<file path="config.mk">
export PLATFORM = sky130hd
export DESIGN_NAME = conv_pool_top_flat
export DESIGN_NICKNAME = d
export VERILOG_FILES = /design/src/rtl/conv_pool_top_if.sv /design/src/rtl/conv_pool_top.sv /design/src/flat_wrapper.sv
export SDC_FILE = /design/constraint.sdc
export NUM_CORES = 2
export LEC_CHECK = 0
export BUFFER_PORTS_ARGS = -buffer_cell sky130_fd_sc_hd__clkbuf_2
export CORE_ASPECT_RATIO = 0.7
export CORE_MARGIN = 4
export CORE_UTILIZATION = 39
export CTS_CLUSTER_DIAMETER = 200
export CTS_CLUSTER_SIZE = 8
export DETAILED_ROUTE_END_ITERATION = 10
export SLEW_MARGIN = 15
export SYNTH_ARGS = -nofsm -noshare
export SYNTH_HDL_FRONTEND = slang
export SYNTH_SLANG_ARGS = --single-unit
export TNS_END_PERCENT = 1
</file>
<file path="constraint.sdc">
create_clock -name clk -period 7.5 [get_ports clk]
set_input_delay 0.375 -clock clk [delete_from_list [all_inputs] [get_ports clk]]
set_output_delay 0.375 -clock clk [all_outputs]
set_load 0.01 [all_outputs]
</file>
<file path="src/rtl/conv_pool_top_if.sv">
// ---------------------------------------------------------------------------
// conv_pool_top_if
// Groups the streaming signals between the image loader / FC stage and the
// conv_pool_top engine.
//   w_load       loader -> engine  pulse: latch the ROM kernel
//   i_load       loader -> engine  frame start (capture begins when it drops)
//   img_in       loader -> engine  signed 16b pixel, each word held 2 cycles
//   pooling_out  engine -> FC      signed 16b pooled result
//   done_pooling engine -> FC      one-cycle strobe per pooled result
// modport master: the loader/testbench side; modport slave: the engine side.
// ---------------------------------------------------------------------------
interface conv_pool_top_if;
    logic               w_load;
    logic               i_load;
    logic signed [15:0] img_in;
    logic signed [15:0] pooling_out;
    logic               done_pooling;

    modport master (output w_load, i_load, img_in, input pooling_out, done_pooling);
    modport slave  (input w_load, i_load, img_in, output pooling_out, done_pooling);
endinterface

</file>
<file path="src/rtl/conv_pool_top.sv">
// ---------------------------------------------------------------------------
// conv_pool_top
// Streaming CNN front-end: captures a zero-padded SIZE x SIZE frame
// (SIZE = IMG + 2*PAD), runs a 3x3 convolution with a ROM kernel
// (w[r][c] = 3r+c+1) and 2x2 stride-2 max pooling, emitting (IMG/2)^2
// pooled words row-major, each with a one-cycle done_pooling strobe.
//
// Ports
//   clk    rising-edge clock
//   rst_n  synchronous ACTIVE-HIGH reset (legacy name)
//   bus    conv_pool_top_if.slave: w_load, i_load, img_in in;
//          pooling_out, done_pooling out
//
// Build option
//   CONV_RELU_EN  when defined, each saturated conv value is clamped to
//                 max(0,x) before pooling; otherwise raw signed values pool.
//
// Compute engine: one frame-buffer read per cycle, 9 MAC cycles per conv
// value, 4 conv values per pooled word. Pipeline: address issue -> RAM read
// -> MAC/saturate -> running max / output register.
// ---------------------------------------------------------------------------
module conv_pool_top #(
    parameter int IMG = 14,
    parameter int PAD = 1
) (
    input  logic           clk,
    input  logic           rst_n,
    conv_pool_top_if.slave bus
);
    localparam int SIZE  = IMG + 2 * PAD;
    localparam int DEPTH = SIZE * SIZE;
    localparam int AW    = $clog2(DEPTH);
    localparam int PW    = IMG / 2;
    localparam int CW    = (PW > 1) ? $clog2(PW) : 1;
    localparam logic [AW-1:0] LAST_ADDR = AW'(DEPTH - 1);
    localparam logic [CW-1:0] LAST_POS  = CW'(PW - 1);

    typedef enum logic [1:0] {IDLE, ARM, CAPTURE, COMPUTE} state_t;
    state_t state_reg;

    // Frame buffer. Not reset: every entry is rewritten by a full capture
    // before any compute reads it, so stale contents are never observable.
    logic signed [15:0] mem [DEPTH];
    logic signed [15:0] rd_data_reg;
    logic [AW-1:0]      rd_addr, wr_addr, cap_addr_reg;
    logic               wr_en, phase_reg;

    logic signed [15:0] w_tap [9];

    // Address-issue counters: pooled (p,q), conv sub-position, kernel tap.
    logic          issue_reg;
    logic [CW-1:0] p_reg, q_reg;
    logic [1:0]    sub_reg, a_reg, b_reg;

    // MAC stage
    logic               rd_vld_reg, s1_first_sub_reg, s1_last_sub_reg, s1_last_pool_reg;
    logic [3:0]         tap_reg;
    logic signed [35:0] acc_reg;

    // Pooling stage
    logic               conv_vld_reg, conv_first_sub_reg, conv_last_sub_reg, conv_last_pool_reg;
    logic signed [15:0] conv_reg, max_reg, pool_out_reg;
    logic               done_reg;

    logic signed [31:0] prod;
    logic signed [35:0] acc_sum;
    logic signed [15:0] conv_sat, conv_act, pool_max;
    int                 row_i, col_i;

    // Kernel registers: cleared by reset, loaded from the ROM rule in IDLE.
    genvar gi;
    generate
        for (gi = 0; gi < 9; gi++) begin : g_w
            logic signed [15:0] w_q;
            always_ff @(posedge clk) begin
                if (rst_n)
                    w_q <= '0;
                else if (state_reg == IDLE && bus.w_load)
                    w_q <= 16'(gi + 1);
            end
            assign w_tap[gi] = w_q;
        end
    endgenerate

    // Sample 0 is written on the ARM->CAPTURE edge; later samples every
    // second edge while phase_reg is set.
    always_comb begin
        row_i   = 2 * int'(p_reg) + int'(sub_reg[1]) + int'(a_reg);
        col_i   = 2 * int'(q_reg) + int'(sub_reg[0]) + int'(b_reg);
        rd_addr = AW'(row_i * SIZE + col_i);
        wr_en   = (state_reg == ARM && !bus.i_load) || (state_reg == CAPTURE && phase_reg);
        wr_addr = (state_reg == ARM) ? '0 : cap_addr_reg;
    end

    always_ff @(posedge clk) begin
        if (wr_en)
            mem[wr_addr] <= bus.img_in;
        rd_data_reg <= mem[rd_addr];
    end

    always_comb begin
        prod    = rd_data_reg * w_tap[tap_reg];
        acc_sum = ((tap_reg == 4'd0) ? 36'sd0 : acc_reg) + 36'(prod);
        if (acc_sum > 36'sd32767)
            conv_sat = 16'sh7fff;
        else if (acc_sum < -36'sd32768)
            conv_sat = 16'sh8000;
        else
            conv_sat = acc_sum[15:0];
`ifdef CONV_RELU_EN
        conv_act = conv_sat[15] ? 16'sd0 : conv_sat;
`else
        conv_act = conv_sat;
`endif
        pool_max = (conv_first_sub_reg || conv_reg > max_reg) ? conv_reg : max_reg;
    end

    always_ff @(posedge clk) begin
        if (rst_n) begin
            state_reg          <= IDLE;
            cap_addr_reg       <= '0;
            phase_reg          <= 1'b0;
            issue_reg          <= 1'b0;
            p_reg              <= '0;
            q_reg              <= '0;
            sub_reg            <= '0;
            a_reg              <= '0;
            b_reg              <= '0;
            rd_vld_reg         <= 1'b0;
            tap_reg            <= '0;
            s1_first_sub_reg   <= 1'b0;
            s1_last_sub_reg    <= 1'b0;
            s1_last_pool_reg   <= 1'b0;
            acc_reg            <= '0;
            conv_vld_reg       <= 1'b0;
            conv_reg           <= '0;
            conv_first_sub_reg <= 1'b0;
            conv_last_sub_reg  <= 1'b0;
            conv_last_pool_reg <= 1'b0;
            max_reg            <= '0;
            pool_out_reg       <= '0;
            done_reg           <= 1'b0;
        end else begin
            done_reg <= 1'b0;

            case (state_reg)
                IDLE: if (bus.i_load) state_reg <= ARM;
                ARM: begin
                    if (!bus.i_load) begin
                        state_reg    <= CAPTURE;
                        cap_addr_reg <= AW'(1);
                        phase_reg    <= 1'b0;
                    end
                end
                CAPTURE: begin
                    phase_reg <= ~phase_reg;
                    if (phase_reg) begin
                        cap_addr_reg <= cap_addr_reg + AW'(1);
                        if (cap_addr_reg == LAST_ADDR) begin
                            state_reg <= COMPUTE;
                            issue_reg <= 1'b1;
                            p_reg     <= '0;
                            q_reg     <= '0;
                            sub_reg   <= '0;
                            a_reg     <= '0;
                            b_reg     <= '0;
                        end
                    end
                end
                COMPUTE: begin
                    if (conv_vld_reg && conv_last_sub_reg && conv_last_pool_reg)
                        state_reg <= IDLE;
                end
                default: state_reg <= IDLE;
            endcase

            // Nested counters: b fastest, then a, sub-position, q, p.
            if (issue_reg) begin
                if (b_reg != 2'd2) begin
                    b_reg <= b_reg + 2'd1;
                end else begin
                    b_reg <= '0;
                    if (a_reg != 2'd2) begin
                        a_reg <= a_reg + 2'd1;
                    end else begin
                        a_reg   <= '0;
                        sub_reg <= sub_reg + 2'd1;
                        if (sub_reg == 2'd3) begin
                            if (q_reg != LAST_POS) begin
                                q_reg <= q_reg + CW'(1);
                            end else begin
                                q_reg <= '0;
                                if (p_reg != LAST_POS) begin
                                    p_reg <= p_reg + CW'(1);
                                end else begin
                                    p_reg     <= '0;
                                    issue_reg <= 1'b0;
                                end
                            end
                        end
                    end
                end
            end

            // Tags travel alongside the registered RAM read.
            rd_vld_reg       <= issue_reg;
            tap_reg          <= 4'(a_reg) * 4'd3 + 4'(b_reg);
            s1_first_sub_reg <= (sub_reg == 2'd0);
            s1_last_sub_reg  <= (sub_reg == 2'd3);
            s1_last_pool_reg <= (p_reg == LAST_POS) && (q_reg == LAST_POS);

            conv_vld_reg <= 1'b0;
            if (rd_vld_reg) begin
                acc_reg <= acc_sum;
                if (tap_reg == 4'd8) begin
                    conv_vld_reg       <= 1'b1;
                    conv_reg           <= conv_act;
                    conv_first_sub_reg <= s1_first_sub_reg;
                    conv_last_sub_reg  <= s1_last_sub_reg;
                    conv_last_pool_reg <= s1_last_pool_reg;
                end
            end

            if (conv_vld_reg) begin
                max_reg <= pool_max;
                if (conv_last_sub_reg) begin
                    pool_out_reg <= pool_max;
                    done_reg     <= 1'b1;
                end
            end
        end
    end

    assign bus.pooling_out  = pool_out_reg;
    assign bus.done_pooling = done_reg;
endmodule

</file>
<file path="src/flat_wrapper.sv">
// flat-port wrapper written by rule: the top's interface ports become plain ports
module conv_pool_top_flat 
#(
    parameter int IMG = 14,
    parameter int PAD = 1
)
  (clk, rst_n, bus_w_load, bus_i_load, bus_img_in, bus_pooling_out, bus_done_pooling);
  conv_pool_top_if bus_i ();
  input  logic clk;
  input  logic rst_n;
  input wire logic [$bits(bus_i.w_load)-1:0] bus_w_load;
  input wire logic [$bits(bus_i.i_load)-1:0] bus_i_load;
  input wire logic [$bits(bus_i.img_in)-1:0] bus_img_in;
  output wire logic [$bits(bus_i.pooling_out)-1:0] bus_pooling_out;
  output wire logic [$bits(bus_i.done_pooling)-1:0] bus_done_pooling;
  assign bus_i.w_load = bus_w_load;
  assign bus_i.i_load = bus_i_load;
  assign bus_i.img_in = bus_img_in;
  assign bus_pooling_out = bus_i.pooling_out;
  assign bus_done_pooling = bus_i.done_pooling;
  conv_pool_top #(.IMG(IMG), .PAD(PAD)) u_core (.clk(clk), .rst_n(rst_n), .bus(bus_i));
endmodule
</file>
==> Word-level counts from Yosys, hierarchy flattened <==
Memory sizes are Yosys's and may differ from the RTL's. A register that Yosys moved wholly into a read port is not among the register bits.
Cells that the tools add are included.
{ "word_totals": {"regBits": 124, "latch_bits": 0, "ram_bits": 4096, "romBits": 0, "inputBits": 20, "n_memories": 1} }
{ "classes": {"n_addsub": 13, "multipliers": 2, "div": 0, "magnitude_cmp": 4, "n_eq_ne": 17, "n_shift": 0, "mux": 66, "bitwise": 4, "n_reduce_logical": 24} }
{ "mem_list": {"columns": ["memory", "depth", "width", "read_ports", "rd_ports_with_merged_regs", "write_ports", "line", "source"], "rows": [
  ["u_core.mem", 256, 16, 1, 1, 1, "conv_pool_top.sv:43", "logic signed [15:0] mem [DEPTH];"]
]} }
{ "ops": {"columns": ["cell", "count"], "rows": [
  ["$mux 16", 5],
  ["$bmux 16 s4", 1],
  ["$mux 3", 17],
  ["$mux 2", 22],
  ["$add 36x32->36", 1],
  ["$gt 36x16->1 const B", 1],
  ["$lt 36x16->1 const B", 1],
  ["$mux 36", 1],
  ["$mul 16x16->32", 1],
  ["$mux 8", 3],
  ["$gt 16x16->1", 1],
  ["$pmux 8 s2", 1],
  ["$mux 1", 14],
  ["$ne 2x2->1 const B", 5],
  ["$add 8x1->8 const B", 1],
  ["$add 8x3->8", 1],
  ["$add 8x8->8", 1],
  ["$eq 8x8->1 const B", 1],
  ["$pmux 2 s4", 1],
  ["$reduce_bool 2->1", 4],
  ["$add 2x1->2 const B", 3],
  ["$add 3x1->3 const B", 2],
  ["$eq 2x2->1 const B", 3],
  ["$eq 3x3->1 const B", 2],
  ["22 further kinds", 37]
]} }

==> Logic depth before layout (Yosys ltp) <==
{ "depth": {"ltp_word": 10, "mapped_depth": 27, "ltp_nobuf": 24} }

==> Least setup slack after synthesis <==
Ideal clock, no wire load.
{ "synth_timing": {"path_type": "register to register", "startpoint": "register u_core.tap_reg[1]", "endpoint": "register u_core.conv_reg[14]", "arrival_time_ns": 6.180, "t_required_ns": 7.385, "path_slack_ns": 1.205, "path_stages_with_launch": 27, "path_buffers": 3, "period_less_slack_ns": 6.295, "path_cell_list": "dfxtp_1 -> nand2_1 -> xor2_1 -> nor2_1 -> clkbuf_1 -> and2_1 -> fa_1 -> inv_1 -> fa_1 -> inv_1 -> ha_1 -> ha_1 -> inv_1 -> fa_1 -> inv_1 -> ha_1 -> buf_2 -> nor2_1 -> o31ai_1 -> nand2_1 -> or4_1 -> nand4bb_1 -> or4b_1 -> nor4_2 -> a21oi_2 -> buf_6 -> o2bb2ai_2"} }
{ "synth_via": {"elab_chain_cells": 9, "word_cells_on_any_way": 14, "cone_classes": "1 x add/sub; 1 x mul; 2 x order compare; 1 x eq/ne; 6 x mux; 1 x bitwise; 2 x reduce/logical"} }
{ "synth_rtl": {"columns": ["item", "line", "source"], "rows": [
  ["from (decl)", "conv_pool_top.sv:57", "logic [3:0] tap_reg;"],
  ["from (signal assigned)", "conv_pool_top.sv:207", "tap_reg <= 4'(a_reg) * 4'd3 + 4'(b_reg);"],
  ["$not 4->5 (implied by the code)", "conv_pool_top.sv:102", "prod = rd_data_reg * w_tap[tap_reg];"],
  ["$bmux 16 s4", "conv_pool_top.sv:102", null],
  ["$mux 16 (implied by the code) (2 in a row)", "conv_pool_top.sv:102", null],
  ["$mul 16x16->32", "conv_pool_top.sv:102", null],
  ["$add 36x32->36", "conv_pool_top.sv:103", "acc_sum = ((tap_reg == 4'd0) ? 36'sd0 : acc_reg) + 36'(prod);"],
  ["$lt 36x16->1", "conv_pool_top.sv:106", "else if (acc_sum < -36'sd32768)"],
  ["$mux 16", "conv_pool_top.sv:106", null],
  ["$mux 16", "conv_pool_top.sv:104", "if (acc_sum > 36'sd32767)"],
  ["to (signal assigned)", "conv_pool_top.sv:217", "conv_reg <= conv_act;"],
  ["to (decl)", "conv_pool_top.sv:62", "logic signed [15:0] conv_reg, max_reg, pool_out_reg;"]
]} }
Parallel ways exist; a longest one is shown, timed or not. The select of a mux whose other input is x is not followed.
A chain may end at the register's enable or synchronous reset.

==> Final worst setup path <==
{ "layout_timing": {"startpoint": "register u_core.tap_reg[1]", "endpoint": "register u_core.conv_reg[0]"} }
The elaborated chain is that of the path after synthesis.

==> impl_metrics.ini <==
[clock_network]
clock-root-buffer = sky130_fd_sc_hd__clkbuf_16
htree_levels = 6
clock_buffer_count_from_cts = 603
clock_edge_transition_at_the_registers_on_the_reported_setup_and_hold_paths_ps = 50
tritoncts = built
cts_buffer_depth = 4
worstSkewPairLatency_ps = 960
clock_sink_count = 4234
cts.repair_timing.setup_buffer_count = 0

[routing]
drc = 0
drt-wirelength-per-cell_um = 31.5
route.final.wire_length_um = 442000
detailroute.via_count = 82000
detailed_router_s_first_iteration_violation_count = 11100
firstDrtPassIters = 6
ant_nets = 0
routed_via_density = 5.84

[sta]
clock_skew_ps = 62.7
setup_viol = 0
finalCriticalPeriod_ps = 7000
grt_setup_unrepaired = false
timing.max_slew.rel_slack = 0.196
max_clock_freq_ghz = 0.143
final-hold-violation-count = 0
report.final.slew_viol_count = 0
worst-slew-pin-transition_ps = 1210
final.period_utilization = 0.934
totalNegativeSetupSlack_ps = 0

[placement]
dp_hpwl_um = 260000
io_buffer_count = 36
dp.cells = 13300
gp_routability_congestion = 0.823

[yosys]
synth_commonest_cells = 4096 x sky130_fd_sc_hd__edfxtp_1, 1344 x sky130_fd_sc_hd__mux4_2, 408 x sky130_fd_sc_hd__nor2_1, 243 x sky130_fd_sc_hd__clkbuf_1, 223 x sky130_fd_sc_hd__inv_1
async_reset_ff_frac = 0
synth-adder-area-share = 0.0228
yosys_most_used_dff = sky130_fd_sc_hd__edfxtp_1
synth.yosys.seq_area_share = 0.745
area_fraction_of_the_dominant_cell_type_after_synthesis = 0.728
number_of_enable_type_register_cells_in_the_synthesized_netlist = 4096
syn-num-nets = 7866
main_combinational_cell_family_by_area_after_synthesis = multiplexers
synth_compound_area_frac = 0.0104
mean_post_synth_cell_area_um2 = 22.2
synth_cells = 7590
synth_xor_area_frac = 0.00253
post_synth_and_or_nand_nor_area_fraction = 0.0208
synthesis.area_um2 = 169000
synthesis.yosys.warnings = 0
synth_seq_cells = 4234
post_synth_num_cell_types = 78
synth.most_common_cell = sky130_fd_sc_hd__edfxtp_1
netlist_top_cells_area = sky130_fd_sc_hd__edfxtp_1 73%, sky130_fd_sc_hd__mux4_2 18%, sky130_fd_sc_hd__dfxtp_1 1.6%
synth_largest_area_cell = sky130_fd_sc_hd__edfxtp_1
muxShareOfSynthArea = 0.184

[pwr]
p_per_area_nw_per_um2 = 263
clkPwrFrac = 0.469
static-leakage-power_nw = 61.1
cell_internal_pwr_w = 0.0408
comb_power_share = 0.023
power.share.sequential = 0.508
vdd_drop_max_uv = 189
p_sw_w = 0.0104
netSwitchingFraction = 0.203

[finish]
filler_cell_count = 35200
synthToLayoutAreaGrowth_pct = 15.4
multi_input_comb_area_um2 = 41000
regArea_um2 = 126000
fin_cells = 14000
drive_above_1_share = 0.308
finish.net_count = 8506
largest_register_ff_count = 4096

[grt]
first_global_vias = 82200
grt_max_degree = 161
grt_antenna_before_repair = 54
global_route_wire_length_before_repair_um = 629000
grt-ovfl-total = 0
groute.usage.overall = 0.197

[floorplanning]
floorplan.die.height_um = 559
ioPinCount = 37
core_region_area_um2 = 430000
die-width_um = 794
row_count = 201
initial_utilization = 0.393
dieArea_um2 = 444000

[status]
outcome = finished, final reports clean

[critical_path]
critical_path_data_arrival_time_ps = 7850
end_kind = flip-flop
worst_setup_sp_type = flip-flop
crit_path_max_fanout = 16
critPathKind = flip-flop to flip-flop
critPathRequiredTime_ps = 8350

[run]
max_cap_viol_count = 0

[min_path]
worstHoldPathType = input port to flip-flop
==> layer usage <==
layer,share of wire,GRT usage,vias to the layer above
met4,0.020,0.0448,6
met1,0.44,0.305,44400
met3,0.11,0.0556,596
li1,-,-,32800
met2,0.43,0.274,4219
met5,0.000088,0,-
==> cell usage in the layout (no fill, tap or decap), drive strengths merged, types with 3 or more instances in the layout <==
cell type and count:
ha 171, or2 3, xnor2 31, diode 23
or3 6, nor2 408, and2 67, o21a 10
nor3b 9, o21ai 35, nand4 16, clkinv 18
fa 85, nand3 27, o211ai 7, buf 396
inv 239, edfxtp 4096, and3 6, o2bb2ai 10
a21oi 85, a31oi 5, a211oi 48, clkbuf 682
or4 4, xor2 17, a21boi 4, mux4 1344
a21o 12, o31ai 4, nand2 101, dfxtp 138
nor2b 71, o221a 6, nor4 7, dlygate4sd3 18
o21bai 6, nor3 16, mux2i 79
==> stage by stage <==
stage	hold WS, ps	total power, W	area (um^2)	worst slack (ps)	util
3_5_place_dp	441	0.0276	178000	475	0.415
2_1_floorplan	417	0.0269	169000	1210	-
4_1_cts	43.3	0.0517	195000	459	0.453
3_3_place_gp	435	0.0276	178000	508	0.415
5_1_grt	82.7	0.0529	195000	71.0	0.453
6_report	76.5	0.0513	195000	495	0.454
==> critical path: stages (launching register included) <==
cell and delay, ps:
sky130_fd_sc_hd__dfxtp_1 480, sky130_fd_sc_hd__nand2_1 120, sky130_fd_sc_hd__xor2_1 160, sky130_fd_sc_hd__nor2_1 50, sky130_fd_sc_hd__buf_4 180, sky130_fd_sc_hd__and2_1 210, sky130_fd_sc_hd__fa_1 460, sky130_fd_sc_hd__inv_1 410
sky130_fd_sc_hd__fa_1 510, sky130_fd_sc_hd__inv_1 70, sky130_fd_sc_hd__ha_1 220, sky130_fd_sc_hd__ha_1 270, sky130_fd_sc_hd__inv_1 50, sky130_fd_sc_hd__fa_1 480, sky130_fd_sc_hd__inv_1 40, sky130_fd_sc_hd__ha_1 450
sky130_fd_sc_hd__a21oi_1 140, sky130_fd_sc_hd__o21ai_1 410, sky130_fd_sc_hd__mux2i_1 230, sky130_fd_sc_hd__o31ai_1 90, sky130_fd_sc_hd__a211oi_1 390, sky130_fd_sc_hd__nor2_1 90, sky130_fd_sc_hd__or4bb_1 190, sky130_fd_sc_hd__nor4_2 60
sky130_fd_sc_hd__a21oi_2 760, sky130_fd_sc_hd__o221a_1 340
==> power groups by stage <==
stage | Combinational (W) | Sequential (W) | Clock (W)
floorplan | 0.000409 | 0.0265 | 0
global placement | 0.00110 | 0.0265 | 0
detailed placement | 0.00114 | 0.0265 | 0
CTS | 0.00116 | 0.0261 | 0.0245
global route | 0.00126 | 0.0260 | 0.0256
finish | 0.00116 | 0.0261 | 0.0240
==> path summary, 6_finish.rpt <==
kind                            from                   endpoint  slack (ps)  cells after the start
max                u_core.tap_reg[1]         u_core.conv_reg[0]         500                     25
min                   bus_img_in[13]        u_core.mem[198][13]          80                      1
max reg2reg        u_core.tap_reg[1]         u_core.conv_reg[0]         500                     25
min reg2reg  u_core.s1_last_pool_reg  u_core.conv_last_pool_reg         450                      2
==> cell type report <==
| type | count | area share |
|---|---|---|
| diodes | 23 | 0.000295 |
| clock buffers | 663 | 0.0801 |
| clock inverters | 33 | 0.00300 |
| inverters | 224 | 0.00431 |
| multi-input cells | 2734 | 0.210 |
| flip-flops and latches | 4234 | 0.645 |
| well taps | 5684 | 0.0365 |
| repair buffers | 433 | 0.0202 |
==> what timing repair did <==
| action | 4_1_cts | 5_1_grt |
|---|---|---|
| hold endpoints to repair | 535 | 0 |
| resized for setup | 0 | 0 |
| hold buffers | 18 | 0 |
==> kinds of logic after synthesis <==
logic type	Yosys count
flops	4234
mux	1423
simple gates	757
buf+inv	622
fa+ha+maj	256
compound gates	250
xor+xnor	48
Note: power is estimated with default switching activity, not from simulation.
